<file path="config.mk">
export PLATFORM = sky130hd
export DESIGN_NAME = cpu_io_bridge
export DESIGN_NICKNAME = d
export VERILOG_FILES = /design/src/rtl/io_bridge_pkg.sv /design/src/rtl/io_sync_fifo.sv /design/src/rtl/cpu_io_bridge.sv
export SDC_FILE = /design/constraint.sdc
export NUM_CORES = 1
export LEC_CHECK = 0
export CAP_MARGIN = 20
export CORE_MARGIN = 10
export CORE_UTILIZATION = 45
export DETAILED_ROUTE_END_ITERATION = 8
export GPL_TIMING_DRIVEN = 0
export PLACE_DENSITY = 0.7
export SYNTH_ARGS = -nofsm -noshare
export SYNTH_HDL_FRONTEND = slang
export SYNTH_HIERARCHICAL = 1
export SYNTH_SLANG_ARGS = --single-unit
</file>
<file path="constraint.sdc">
create_clock -name clk -period 12.5 [get_ports clk]
set_input_delay 2.5 -clock clk [delete_from_list [all_inputs] [get_ports clk]]
set_output_delay 2.5 -clock clk [all_outputs]
set_load 0.03 [all_outputs]
</file>
<file path="src/rtl/io_bridge_pkg.sv">
// Shared constants, inbound state encoding and width helper for the CPU I/O bridge.
package io_bridge_pkg;

    localparam int IO_DATA_W = 30;

    typedef enum logic {
        IO_IDLE = 1'b0,
        IO_HOLD = 1'b1
    } io_state_e;

    // Smallest r with 2**r >= value; returns 0 for value <= 1.
    function automatic int clog2(input int value);
        int r;
        r = 0;
        while ((32'sd1 <<< r) < value) begin
            r = r + 1;
        end
        return r;
    endfunction

endpackage

</file>
<file path="src/rtl/io_sync_fifo.sv">
// First-word-fall-through synchronous FIFO; a push into a full FIFO lands only if a pop frees a slot.
module io_sync_fifo
    import io_bridge_pkg::*;
#(
    parameter int DATA_W = IO_DATA_W,
    parameter int DEPTH  = 4
) (
    input  logic                   clk,
    input  logic                   rst,
    input  logic                   push,
    input  logic [DATA_W-1:0]      din,
    input  logic                   pop,
    output logic [DATA_W-1:0]      dout,
    output logic [clog2(DEPTH):0]  level,
    output logic                   full,
    output logic                   empty
);

    localparam int AW = clog2(DEPTH);

    logic [DATA_W-1:0] mem_r [DEPTH];
    logic [AW-1:0]     wr_ptr_r;
    logic [AW-1:0]     rd_ptr_r;
    logic [AW:0]       level_r;
    logic              push_ok_s;
    logic              pop_ok_s;

    // Qualify push/pop against occupancy; a simultaneous pop frees room for the push.
    always_comb begin
        full      = (level_r == (AW+1)'(DEPTH));
        empty     = (level_r == {(AW+1){1'b0}});
        pop_ok_s  = pop && !empty;
        push_ok_s = push && (!full || pop_ok_s);
    end

    // Storage, pointers and occupancy.
    always_ff @(posedge clk or posedge rst) begin
        if (rst) begin
            for (int i = 0; i < DEPTH; i++) begin
                mem_r[i] <= {DATA_W{1'b0}};
            end
            wr_ptr_r <= {AW{1'b0}};
            rd_ptr_r <= {AW{1'b0}};
            level_r  <= {(AW+1){1'b0}};
        end else begin
            if (push_ok_s) begin
                mem_r[wr_ptr_r] <= din;
                wr_ptr_r        <= wr_ptr_r + AW'(1);
            end
            if (pop_ok_s) begin
                rd_ptr_r <= rd_ptr_r + AW'(1);
            end
            case ({push_ok_s, pop_ok_s})
                2'b10:   level_r <= level_r + (AW+1)'(1);
                2'b01:   level_r <= level_r - (AW+1)'(1);
                default: level_r <= level_r;
            endcase
        end
    end

    assign dout  = mem_r[rd_ptr_r];
    assign level = level_r;

endmodule

</file>
<file path="src/rtl/cpu_io_bridge.sv">
// Bridges the CPU's toggle-style GPIO pair to valid/ready streams: y1 edges feed an outbound FIFO,
// inbound words are latched onto x2 with an x1 toggle and then in_ready is held low for a read window.
module cpu_io_bridge
    import io_bridge_pkg::*;
#(
    parameter int DATA_W      = IO_DATA_W,
    parameter int FIFO_DEPTH  = 4,
    parameter int HOLD_CYCLES = 16
) (
    input  logic                        clk,
    input  logic                        rst,
    input  logic                        cpu_y1,
    input  logic [DATA_W-1:0]           cpu_y2,
    output logic                        cpu_x1,
    output logic [DATA_W-1:0]           cpu_x2,
    output logic                        out_valid,
    output logic [DATA_W-1:0]           out_data,
    input  logic                        out_ready,
    input  logic                        in_valid,
    input  logic [DATA_W-1:0]           in_data,
    output logic                        in_ready,
    output logic [$clog2(FIFO_DEPTH):0] fifo_level,
    output logic                        ovf_sticky
);

    localparam int CNT_W = clog2(HOLD_CYCLES + 1);

    logic              y1_q_r;
    logic              ovf_r;
    logic              push_s;
    logic              pop_s;
    logic              drop_s;
    logic              full_s;
    logic              empty_s;
    io_state_e         state_r;
    logic [CNT_W-1:0]  cnt_r;
    logic              cpu_x1_r;
    logic [DATA_W-1:0] cpu_x2_r;
    logic              in_ready_r;

    // Each y1 edge is one outbound word; a push into a full FIFO without a pop is lost.
    always_comb begin
        push_s = (cpu_y1 != y1_q_r);
        pop_s  = !empty_s && out_ready;
        drop_s = push_s && full_s && !pop_s;
    end

    // Toggle history and sticky overflow flag.
    always_ff @(posedge clk or posedge rst) begin
        if (rst) begin
            y1_q_r <= 1'b0;
            ovf_r  <= 1'b0;
        end else begin
            y1_q_r <= cpu_y1;
            if (drop_s) begin
                ovf_r <= 1'b1;
            end
        end
    end

    io_sync_fifo #(
        .DATA_W (DATA_W),
        .DEPTH  (FIFO_DEPTH)
    ) u_fifo (
        .clk   (clk),
        .rst   (rst),
        .push  (push_s),
        .din   (cpu_y2),
        .pop   (pop_s),
        .dout  (out_data),
        .level (fifo_level),
        .full  (full_s),
        .empty (empty_s)
    );

    // Inbound accept and hold window; in_ready is kept as a register mirroring state == IDLE.
    always_ff @(posedge clk or posedge rst) begin
        if (rst) begin
            state_r    <= IO_IDLE;
            cnt_r      <= {CNT_W{1'b0}};
            cpu_x1_r   <= 1'b0;
            cpu_x2_r   <= {DATA_W{1'b0}};
            in_ready_r <= 1'b1;
        end else begin
            case (state_r)
                IO_IDLE: begin
                    if (in_valid) begin
                        cpu_x2_r   <= in_data;
                        cpu_x1_r   <= ~cpu_x1_r;
                        cnt_r      <= CNT_W'(HOLD_CYCLES - 1);
                        state_r    <= IO_HOLD;
                        in_ready_r <= 1'b0;
                    end
                end
                IO_HOLD: begin
                    if (cnt_r != {CNT_W{1'b0}}) begin
                        cnt_r <= cnt_r - CNT_W'(1);
                    end else begin
                        state_r    <= IO_IDLE;
                        in_ready_r <= 1'b1;
                    end
                end
                default: begin
                    state_r    <= IO_IDLE;
                    in_ready_r <= 1'b1;
                end
            endcase
        end
    end

    assign out_valid  = !empty_s;
    assign ovf_sticky = ovf_r;
    assign cpu_x1     = cpu_x1_r;
    assign cpu_x2     = cpu_x2_r;
    assign in_ready   = in_ready_r;

endmodule

</file>
==> flow_summary.toml, run 1 <==
[critical_path]
cp_num_buf_inv = 2
critical-path-slowest-cell = "clkdlybuf4s50_1"
required_ns = 10.00
arrival_ns = 2.49
r2r_cells = 10
end_kind = "output pin"
startpoint_type = "register"
cpLargestDelayFamily = "buffers and inverters"
worstReg2RegEnd = "u_fifo/level[2]$_DFFE_PP0P_"
crit_chain = "buf_1 -> mux4_2 -> clkdlybuf4s50_1"
reg2reg_slack_ns = 9.87
crit_cells = 3
crit_type = "register to output pin"
endpoint = "out_data[2]"
worstPathMaxFanout = 10
startpoint = "u_fifo/rd_ptr_r[1]$_DFFE_PP0P_"
cp_slowest_stage_delay_ns = 0.71
rr_startpoint = "u_fifo/level[0]$_DFFE_PP0P_"

[die]
initial_core_util_pct = 45.7
io_pins = 132
rows = 46
coreArea_mm2 = 0.0158
die_w_um = 147
die_h_um = 147
die_area_mm2 = 0.0215

[power_and_ir_drop]
p_comb_share_pct = 49.0
leakage_nw = 4.06
power.density_mw_per_mm2 = 310
power_mw = 2.92
p_int_mw = 1.86
p_sw_share_pct = 36.3
ir_drop_mv = 0.142
p_switching_mw = 1.06
clock_power_share_pct = 18.0
power_frac_seq_pct = 33.0

[grt]
grt_pass1_vias = 5023
grt_pass1_wl_um = 26500
grtUsageTotal_pct = 15.6
antenna_found_initial = 0
grt_overflow = 0
grt_max_degree = 76

[run]
maxCapViolations = 0

[cts]
clk_path_buf_depth = 2
cts_tree = "yes"
cts_setup_buffers = 0
clk_pin_slew_ns = 0.06
cts_sinks = 167
root_buffer = "clkbuf_16"
cts.hold.buffers_added = 0
cts_buffers = 17
cts.htree.levels = 4
clock_latency_ns = 0.42
post_cts_resized = 0

[detailed_routing]
drtAntennaViolNets = 0
drt_iter0_markers = 194
drt_pre_antenna_iters = 4
viasPerCell = 5.05
vias = 4452
drc = 0
avgRoutedWirePerCell_um = 18.5
finalWirelength_um = 16300

[cells_and_area]
area_growth_pct = 30.5
drive_gt1_share_pct = 31.4
layout_common_cells = "166 x dfrtp_1, 131 x clkdlybuf4s50_1, 121 x mux2_2, 97 x nand2_1, 30 x mux4_2"
final_common_cell = "dfrtp_1"
final_nets = 724
antenna_cells = 0
fillCellCount = 1245

[synthesis]
netlist_instances = 501
synth_cell_types = 30
synth-seq-cells = 167
syn_area_per_cell_um2 = 14.4
yosysWarnings = 6
ys_seq_area_share_pct = 57.8
syn-num-nets = 573
netlist_area_mm2 = 0.00723

[status]
status = "completed"

[placement]
io_buffers = 131
place_congestion = 0.759
hpwl_um = 11700
place_ws_ns = 7.71

[sta]
holdWs_ns = 0.469
worst_slew_pin_slew_ns = 0.825
period_share_pct = 39.9
skew_ns = 0.00626
setup_viol = 0
grt_setup_unrepaired = "no"
clock.fmax_mhz = 200
fin_tns_setup_ns = 0
fin_crit_ns = 4.99
slew-limit-headroom_pct = 44.9
final_hold_viol_count = 0
maxSlewViolCount = 0
final.setup.worst_slack_ns = 7.51

[hold_path]
holdCritPathClass = "register to register"
## stage by stage
| stage | cells | instance area, um^2 | util, % |
|---|---|---|---|
| floorplan | 501 | 7230 | - |
| global route | 881 | 9440 | 59.6 |
| finish | 881 | 9440 | 59.6 |
| detailed placement | 849 | 8850 | 55.9 |
| CTS | 881 | 9440 | 59.6 |
| global placement | 848 | 8810 | 55.7 |
## worst min path at each step
stage                     slack, ns                      to              startpoint  cells after the start
final                          0.47   cpu_x2[9]$_DFFE_PP0P_   cpu_x2[9]$_DFFE_PP0P_                      2
after global routing           0.49  cpu_x2[21]$_DFFE_PP0P_  cpu_x2[21]$_DFFE_PP0P_                      2
after CTS                      0.48  cpu_x2[19]$_DFFE_PP0P_  cpu_x2[19]$_DFFE_PP0P_                      2
after detailed placement       0.46  ovf_sticky$_DFFE_PP0P_  ovf_sticky$_DFFE_PP0P_                      1
after global placement         0.45  ovf_sticky$_DFFE_PP0P_  ovf_sticky$_DFFE_PP0P_                      1
after floorplan                0.47    cnt_r[0]$_DFFE_PP0P_    cnt_r[0]$_DFFE_PP0P_                      1
## state kept, by name (all words and copies together), names as in the netlist
register         cells
u_fifo/mem_r       120
cpu_x2              30
cnt_r                5
u_fifo/level         3
u_fifo/rd_ptr_r      2
u_fifo/wr_ptr_r      2
cpu_x1               1
in_ready             1
ovf_sticky           1
state_r              1
y1_q_r               1
## layer usage
metal	GRT usage [%]	share of wire, %	up-vias	wire, um
met4	3.90	0.74	0	121
met3	7.92	8.8	9	1430
li1	-	-	2039	-
met5	0	0	-	0
met2	26.5	50	117	8210
met1	16.8	40	2287	6530
## power groups by stage
stage	Clock [mW]	Combinational, mW	Sequential [mW]
5_1_grt	0.567	1.53	1.00
3_5_place_dp	0	1.45	0.974
2_1_floorplan	0	0.864	1.04
4_1_cts	0.540	1.46	0.968
3_3_place_gp	0	1.42	0.951
6_report	0.526	1.43	0.966
## layout make-up
cell class	instances	area (um^2)	area share (%)
plain buffers	27	214	2.27
repair buffers	132	1340	14.2
inverters	11	46.3	0.490
clock buffers	24	472	5.00
flip-flops and latches	167	4180	44.3
multi-input cells	296	2800	29.6
clock inverters	8	121	1.29
well taps	216	270	2.86
## cell families (layout without fill, tap and decap cells)
kind of cell             Yosys count  count (layout)  share of synthesized area [%]
multiplexers                     154             154                           28.6
AND/OR/NAND/NOR                  117             117                           6.82
buffers and inverters             38             202                           3.53
flip-flops                       167             167                           57.8
adder cells (fa/ha/maj)            7               7                           1.31
AO/OA/AOI/OAI                      8               8                          0.727
XOR/XNOR                          10              10                           1.21
## worst register-to-register path, delay by kind of cell, from the launching register on
kind | cells | cell delay (ns)
buffers and inverters | 1 | 0.06
adders and majority gates | 2 | 0.59
DFF | 1 | 0.47
and+or+nand+nor | 5 | 1.13
xor gates and xnor gates | 2 | 0.30
## cells in the mapped netlist (all sizes together)
library cell,number,area (um^2)
nand2,97,364
buf,26,210
xnor2,6,52.6
a22oi,1,7.51
ha,6,75.1
nand2b,3,21.3
dfstp,1,26.3
o21bai,1,7.51
dfrtp,166,4150
clkbuf,1,3.75
and3,1,6.26
a31oi,1,6.26
mux2,121,1360
xor2,4,35.0
mux2i,3,30.0
a21o,1,7.51
nor3,2,10.0
inv,11,41.3
nor4b,2,38.8
o31a,1,8.76
nor2,9,33.8
fa,1,20.0
o21ai,3,15.0
mux4,30,676
nor2b,3,18.8
No activity file was read; power rests on OpenSTA's default activity.
==> run 2, diff against run 1 <==
PLACE_DENSITY = 0.73   (was 0.7)
clock period = 4.2 ns   (was 12.5 ns; I/O delays follow)
==> run 2 against run 1 <==
  * First-iteration DRC count down 30%
  * Die area unchanged
  * Sequential share of layout area decreased by 0.20 points
  * Register-to-register slack worse by 8.3 ns
  * Flip-flop and latch count is the same
  * Largest power group unchanged
==> flow_summary.toml, run 2 (same netlist as run 1, synthesis figures left out) <==
[status]
status = "completed"

[critical_path]
timing.critical_path.mode_cell = "buf_2"
crit_chain = "buf_2 -> buf_2 -> mux4_2 -> clkdlybuf4s50_1"
required_ns = 3.36
rr_startpoint = "u_fifo/level[0]$_DFFE_PP0P_"
r2r_cells = 10
crit_type = "register to output pin"
reg2reg_slack_ns = 1.60
critical-path-slowest-cell = "clkdlybuf4s50_1"
worstPathMaxFanout = 10
end_kind = "output pin"
startpoint_type = "register"
cp_slowest_stage_delay_ns = 0.62
worstReg2RegEnd = "u_fifo/level[2]$_DFFE_PP0P_"
arrival_ns = 2.50

[cells_and_area]
antenna_cells = 0
drive_gt1_share_pct = 32.1
fillCellCount = 1211
final_nets = 726
layout_common_cells = "166 x dfrtp_1, 131 x clkdlybuf4s50_1, 121 x mux2_2, 97 x nand2_1, 30 x mux4_2"
final_common_cell = "dfrtp_1"
stdcell_count = 883
largest_reg_flops = 120
area_growth_pct = 31.1
top_register = "u_fifo/mem_r"

[grt]
grt_overflow = 0
grt_pass1_wl_um = 26700
grt_max_degree = 44
grt_pass1_vias = 5104
grtUsageTotal_pct = 15.7
antenna_found_initial = 0

[detailed_routing]
finalWirelength_um = 16300
drc = 0
vias = 4461
avgRoutedWirePerCell_um = 18.5
viasPerCell = 5.05
drt_pre_antenna_iters = 4
drtAntennaViolNets = 0
drt_iter0_markers = 135

[sta]
setup_viol = 0
clock.fmax_mhz = 299
fin_tns_setup_ns = 0
grt_setup_unrepaired = "no"
holdWs_ns = 0.470
worst_slew_pin_slew_ns = 0.816
slew-limit-headroom_pct = 45.5
maxSlewViolCount = 0
skew_ns = 0.00816
final_hold_viol_count = 0
period_share_pct = 79.6
fin_crit_ns = 3.34

[power_and_ir_drop]
power_frac_seq_pct = 33.0
ir_drop_mv = 0.448
leakage_nw = 4.08
p_switching_mw = 3.16
p_comb_share_pct = 48.9
p_int_mw = 5.55
power_mw = 8.71
power.density_mw_per_mm2 = 919
p_sw_share_pct = 36.3
clock_power_share_pct = 18.1

[placement]
placed_cells = 851
place_congestion = 0.782
hpwl_um = 11900
io_buffers = 131

[die]
rows = 46
coreArea_mm2 = 0.0158
die_w_um = 147
initial_core_util_pct = 45.7
die_h_um = 147
die_area_mm2 = 0.0215
io_pins = 132

[run]
maxCapViolations = 0

[cts]
post_cts_resized = 0
cts_tree = "yes"
cts.hold.buffers_added = 0
cts_buffers = 17
clk_pin_slew_ns = 0.06
cts_sinks = 167
clock_latency_ns = 0.43
cts.htree.levels = 4
root_buffer = "clkbuf_16"
clk_path_buf_depth = 2
cts_setup_buffers = 0

[hold_path]
worstHoldStart = "ovf_sticky$_DFFE_PP0P_"
holdCritPathClass = "register to register"
hold-path-endpoint = "ovf_sticky$_DFFE_PP0P_"
holdPathStages = 1
-- run 2: cell types whose count changed in the layout (fill, tap and decap cells not counted) --
cell and change:
clkbuf_8 +4, inv_6 -1, clkbuf_1 -3, clkinv_4 -1
clkinvlp_4 +2, buf_16 -1, buf_12 +3, bufinv_16 -1
-- run 2: worst max-delay path, delay by kind of cell (launching register included) --
kind	cells	cell delay, ns
buffers and inverters	3	1.17
DFF	1	0.31
muxes	1	0.59
-- run 2: worst max-delay path by stage --
stage / slack [ns] / from / to / cells past startpoint
final: 0.86 / u_fifo/rd_ptr_r[0]$_DFFE_PP0P_ / out_data[8] / 4
after global routing: 0.73 / u_fifo/rd_ptr_r[0]$_DFFE_PP0P_ / out_data[22] / 4
after CTS: 0.78 / u_fifo/rd_ptr_r[0]$_DFFE_PP0P_ / out_data[9] / 4
after detailed placement: 1.07 / out_ready / u_fifo/level[2]$_DFFE_PP0P_ / 10
after global placement: 0.75 / rst / u_fifo/mem_r[117]$_DFFE_PP0P_ / 2
after floorplan: 1.66 / out_ready / u_fifo/level[2]$_DFFE_PP0P_ / 9
-- run 2: metrics by stage --
step	util (%)	worst slack [ns]	instance area [um^2]
floorplan	-	1.66	7240
global placement	55.7	0.746	8820
detailed placement	56.1	1.07	8880
CTS	59.9	0.781	9480
global route	59.9	0.727	9480
finish	59.9	0.859	9480
-- run 2: area by class of cell --
type / instances / area [um^2] / area share [%]
Clock inverter: 7 / 90.1 / 0.950
Timing Repair Buffer: 134 / 1370 / 14.5
Clock buffer: 25 / 515 / 5.44
Sequential cell: 167 / 4180 / 44.1
Buffer: 27 / 214 / 2.26
Inverter: 11 / 45.0 / 0.475
Multi-Input combinational cell: 296 / 2800 / 29.5
Tap cell: 216 / 270 / 2.85
-- run 2: power by group through the flow --
stage          Clock, mW  Sequential (mW)  Combinational [mW]
4_1_cts             1.62             2.88                4.34
3_5_place_dp           0             2.90                4.32
2_1_floorplan          0             3.10                2.57
6_report            1.57             2.88                4.26
3_3_place_gp           0             2.82                4.23
5_1_grt             1.69             2.98                4.56
-- run 2: per-layer routing --
layer	GRT usage, %	part of all wire, %	wire [um]	up-vias
met2	25.6	48	7820	126
met1	17.8	42	6840	2271
met5	0	0	0	-
li1	-	-	-	2043
met3	7.62	8.6	1400	21
met4	5.16	1.4	230	0
==> run 3, diff against run 2 <==
PLACE_DENSITY = 0.7   (was 0.73)
clock period = 3.2 ns   (was 4.2 ns; I/O delays follow)
==> run 3 against run 2 <==
  * Sequential power is 31% higher
  * Combinational power is 31% higher
  * Via count hardly changed
  * Hold slack worse by 0.015 ns
  * Clock skew hardly changed
  * Largest power group unchanged
  * Flip-flop and latch count stayed put
  * Critical path depth is 1 lower
  * Highest routed layer unchanged
  * Global-route usage is 0.080 points lower
  * Register-to-register slack worse by 1.0 ns
  * Non-clock buffer count stayed put
==> flow_summary.toml, run 3 (same netlist as run 1, synthesis figures left out) <==
[status]
status = "completed"

[sta]
setup_viol = 0
skew_ns = 0.00845
grt_setup_unrepaired = "yes"
final_hold_viol_count = 0
period_share_pct = 97.0
fin_tns_setup_ns = 0
maxSlewViolCount = 0
clock.fmax_mhz = 322
fin_crit_ns = 3.10
worst_slew_pin_slew_ns = 0.829
slew-limit-headroom_pct = 44.6
holdWs_ns = 0.455

[grt]
grt_pass1_vias = 5106
grt_max_degree = 45
grt_overflow = 0
grt_pass1_wl_um = 26700
grtUsageTotal_pct = 15.6
antenna_found_initial = 0

[critical_path]
crit_type = "register to output pin"
crit_chain = "buf_1 -> mux4_2 -> clkdlybuf4s50_1"
worstReg2RegEnd = "u_fifo/level[2]$_DFFE_PP0P_"
rr_startpoint = "u_fifo/level[0]$_DFFE_PP0P_"
end_kind = "output pin"
startpoint_type = "register"
cp_slowest_stage_delay_ns = 0.72
reg2reg_slack_ns = 0.59
worstPathMaxFanout = 10
required_ns = 2.56
arrival_ns = 2.46
critical-path-slowest-cell = "clkdlybuf4s50_1"
r2r_cells = 10

[power_and_ir_drop]
p_switching_mw = 4.09
p_sw_share_pct = 36.3
p_comb_share_pct = 49.6
power.density_mw_per_mm2 = 1200
power_frac_seq_pct = 33.4
p_int_mw = 7.18
ir_drop_mv = 0.549
leakage_nw = 4.04
clock_power_share_pct = 17.0

[detailed_routing]
drt_iter0_markers = 195
avgRoutedWirePerCell_um = 18.3
finalWirelength_um = 16100
drtAntennaViolNets = 0
viasPerCell = 5.07
drc = 0
vias = 4458
drt_pre_antenna_iters = 4

[cts]
cts_tree = "yes"
cts.hold.buffers_added = 0
clock_latency_ns = 0.42
cts_setup_buffers = 0
cts_buffers = 17
cts.htree.levels = 4
post_cts_resized = 0
clk_pin_slew_ns = 0.06
clk_path_buf_depth = 2
root_buffer = "clkbuf_16"
cts_sinks = 167

[die]
initial_core_util_pct = 45.7
die_h_um = 147
die_w_um = 147
rows = 46
coreArea_mm2 = 0.0158
die_area_mm2 = 0.0215
io_pins = 132

[cells_and_area]
area_growth_pct = 30.3
largest_reg_flops = 120
final_util_pct = 59.5
top_register = "u_fifo/mem_r"
final_nets = 726
drive_gt1_share_pct = 31.0
seq_area_mm2 = 0.00418
final_common_cell = "dfrtp_1"
layout_common_cells = "166 x dfrtp_1, 131 x clkdlybuf4s50_1, 121 x mux2_2, 97 x nand2_1, 30 x mux4_2"
fillCellCount = 1246
antenna_cells = 0
multiInputGateArea_mm2 = 0.00280

[hold_path]
holdPathStages = 1
worstHoldStart = "ovf_sticky$_DFFE_PP0P_"
hold-path-endpoint = "ovf_sticky$_DFFE_PP0P_"
holdCritPathClass = "register to register"

[run]
maxCapViolations = 0

[placement]
hpwl_um = 11800
io_buffers = 131
place_congestion = 0.769
run 3: changes by cell type in the layout (fill, tap and decap cells not counted), sizes merged:
cell / change
clkinvlp: -1
clkbuf: +3
clkinv: -2
buf: -3
run 3: stage by stage:
| step | setup WS [ns] | total power [mW] | instances | instance area, um^2 |
|---|---|---|---|---|
| 3_3_place_gp | -0.0917 | 9.28 | 848 | 8820 |
| 2_1_floorplan | 0.727 | 7.44 | 501 | 7240 |
| 6_report | 0.0954 | 11.3 | 880 | 9420 |
| 5_1_grt | -0.0102 | 12.0 | 880 | 9420 |
| 4_1_cts | 0.00605 | 11.4 | 880 | 9420 |
| 3_5_place_dp | 0.253 | 9.47 | 851 | 8880 |
run 3: worst max path at each step:
stage	start	end	cells after the start
final	u_fifo/rd_ptr_r[1]$_DFFE_PP0P_	out_data[2]	3
after global routing	u_fifo/rd_ptr_r[1]$_DFFE_PP0P_	out_data[28]	3
after CTS	u_fifo/rd_ptr_r[0]$_DFFE_PP0P_	out_data[6]	4
after detailed placement	out_ready	u_fifo/level[2]$_DFFE_PP0P_	10
after global placement	rst	u_fifo/mem_r[117]$_DFFE_PP0P_	2
after floorplan	u_fifo/level[0]$_DFFE_PP0P_	u_fifo/level[2]$_DFFE_PP0P_	10
run 3: final cells by class:
class | instances | area share [%]
buffer | 27 | 2.35
clock buffer | 25 | 4.94
clock inverter | 4 | 0.770
inverter | 11 | 0.478
multi-input combinational | 296 | 29.7
sequential | 167 | 44.4
tap | 216 | 2.87
timing repair buffer | 134 | 14.6
run 3: critical path, delay by kind of cell, from the launching register on:
family | cells | cell delay [ns]
mux | 1 | 0.34
buf+inv | 2 | 1.31
flops | 1 | 0.40
run 3: routing by layer:
metal  vias to the layer above  track usage [%]  wire length (um)
li1                       2047                -                 -
met1                      2289             18.0              6590
met2                       105             25.5              8120
met3                        17             6.88              1200
met4                         0             5.21               216
met5                         -                0                 0
run 3: power by group through the flow:
| stage | Clock [mW] | Sequential, mW | Combinational [mW] |
|---|---|---|---|
| floorplan | 0 | 4.07 | 3.38 |
| global placement | 0 | 3.71 | 5.57 |
| detailed placement | 0 | 3.80 | 5.67 |
| CTS | 1.97 | 3.77 | 5.69 |
| global route | 2.07 | 3.91 | 5.99 |
| finish | 1.91 | 3.77 | 5.59 |
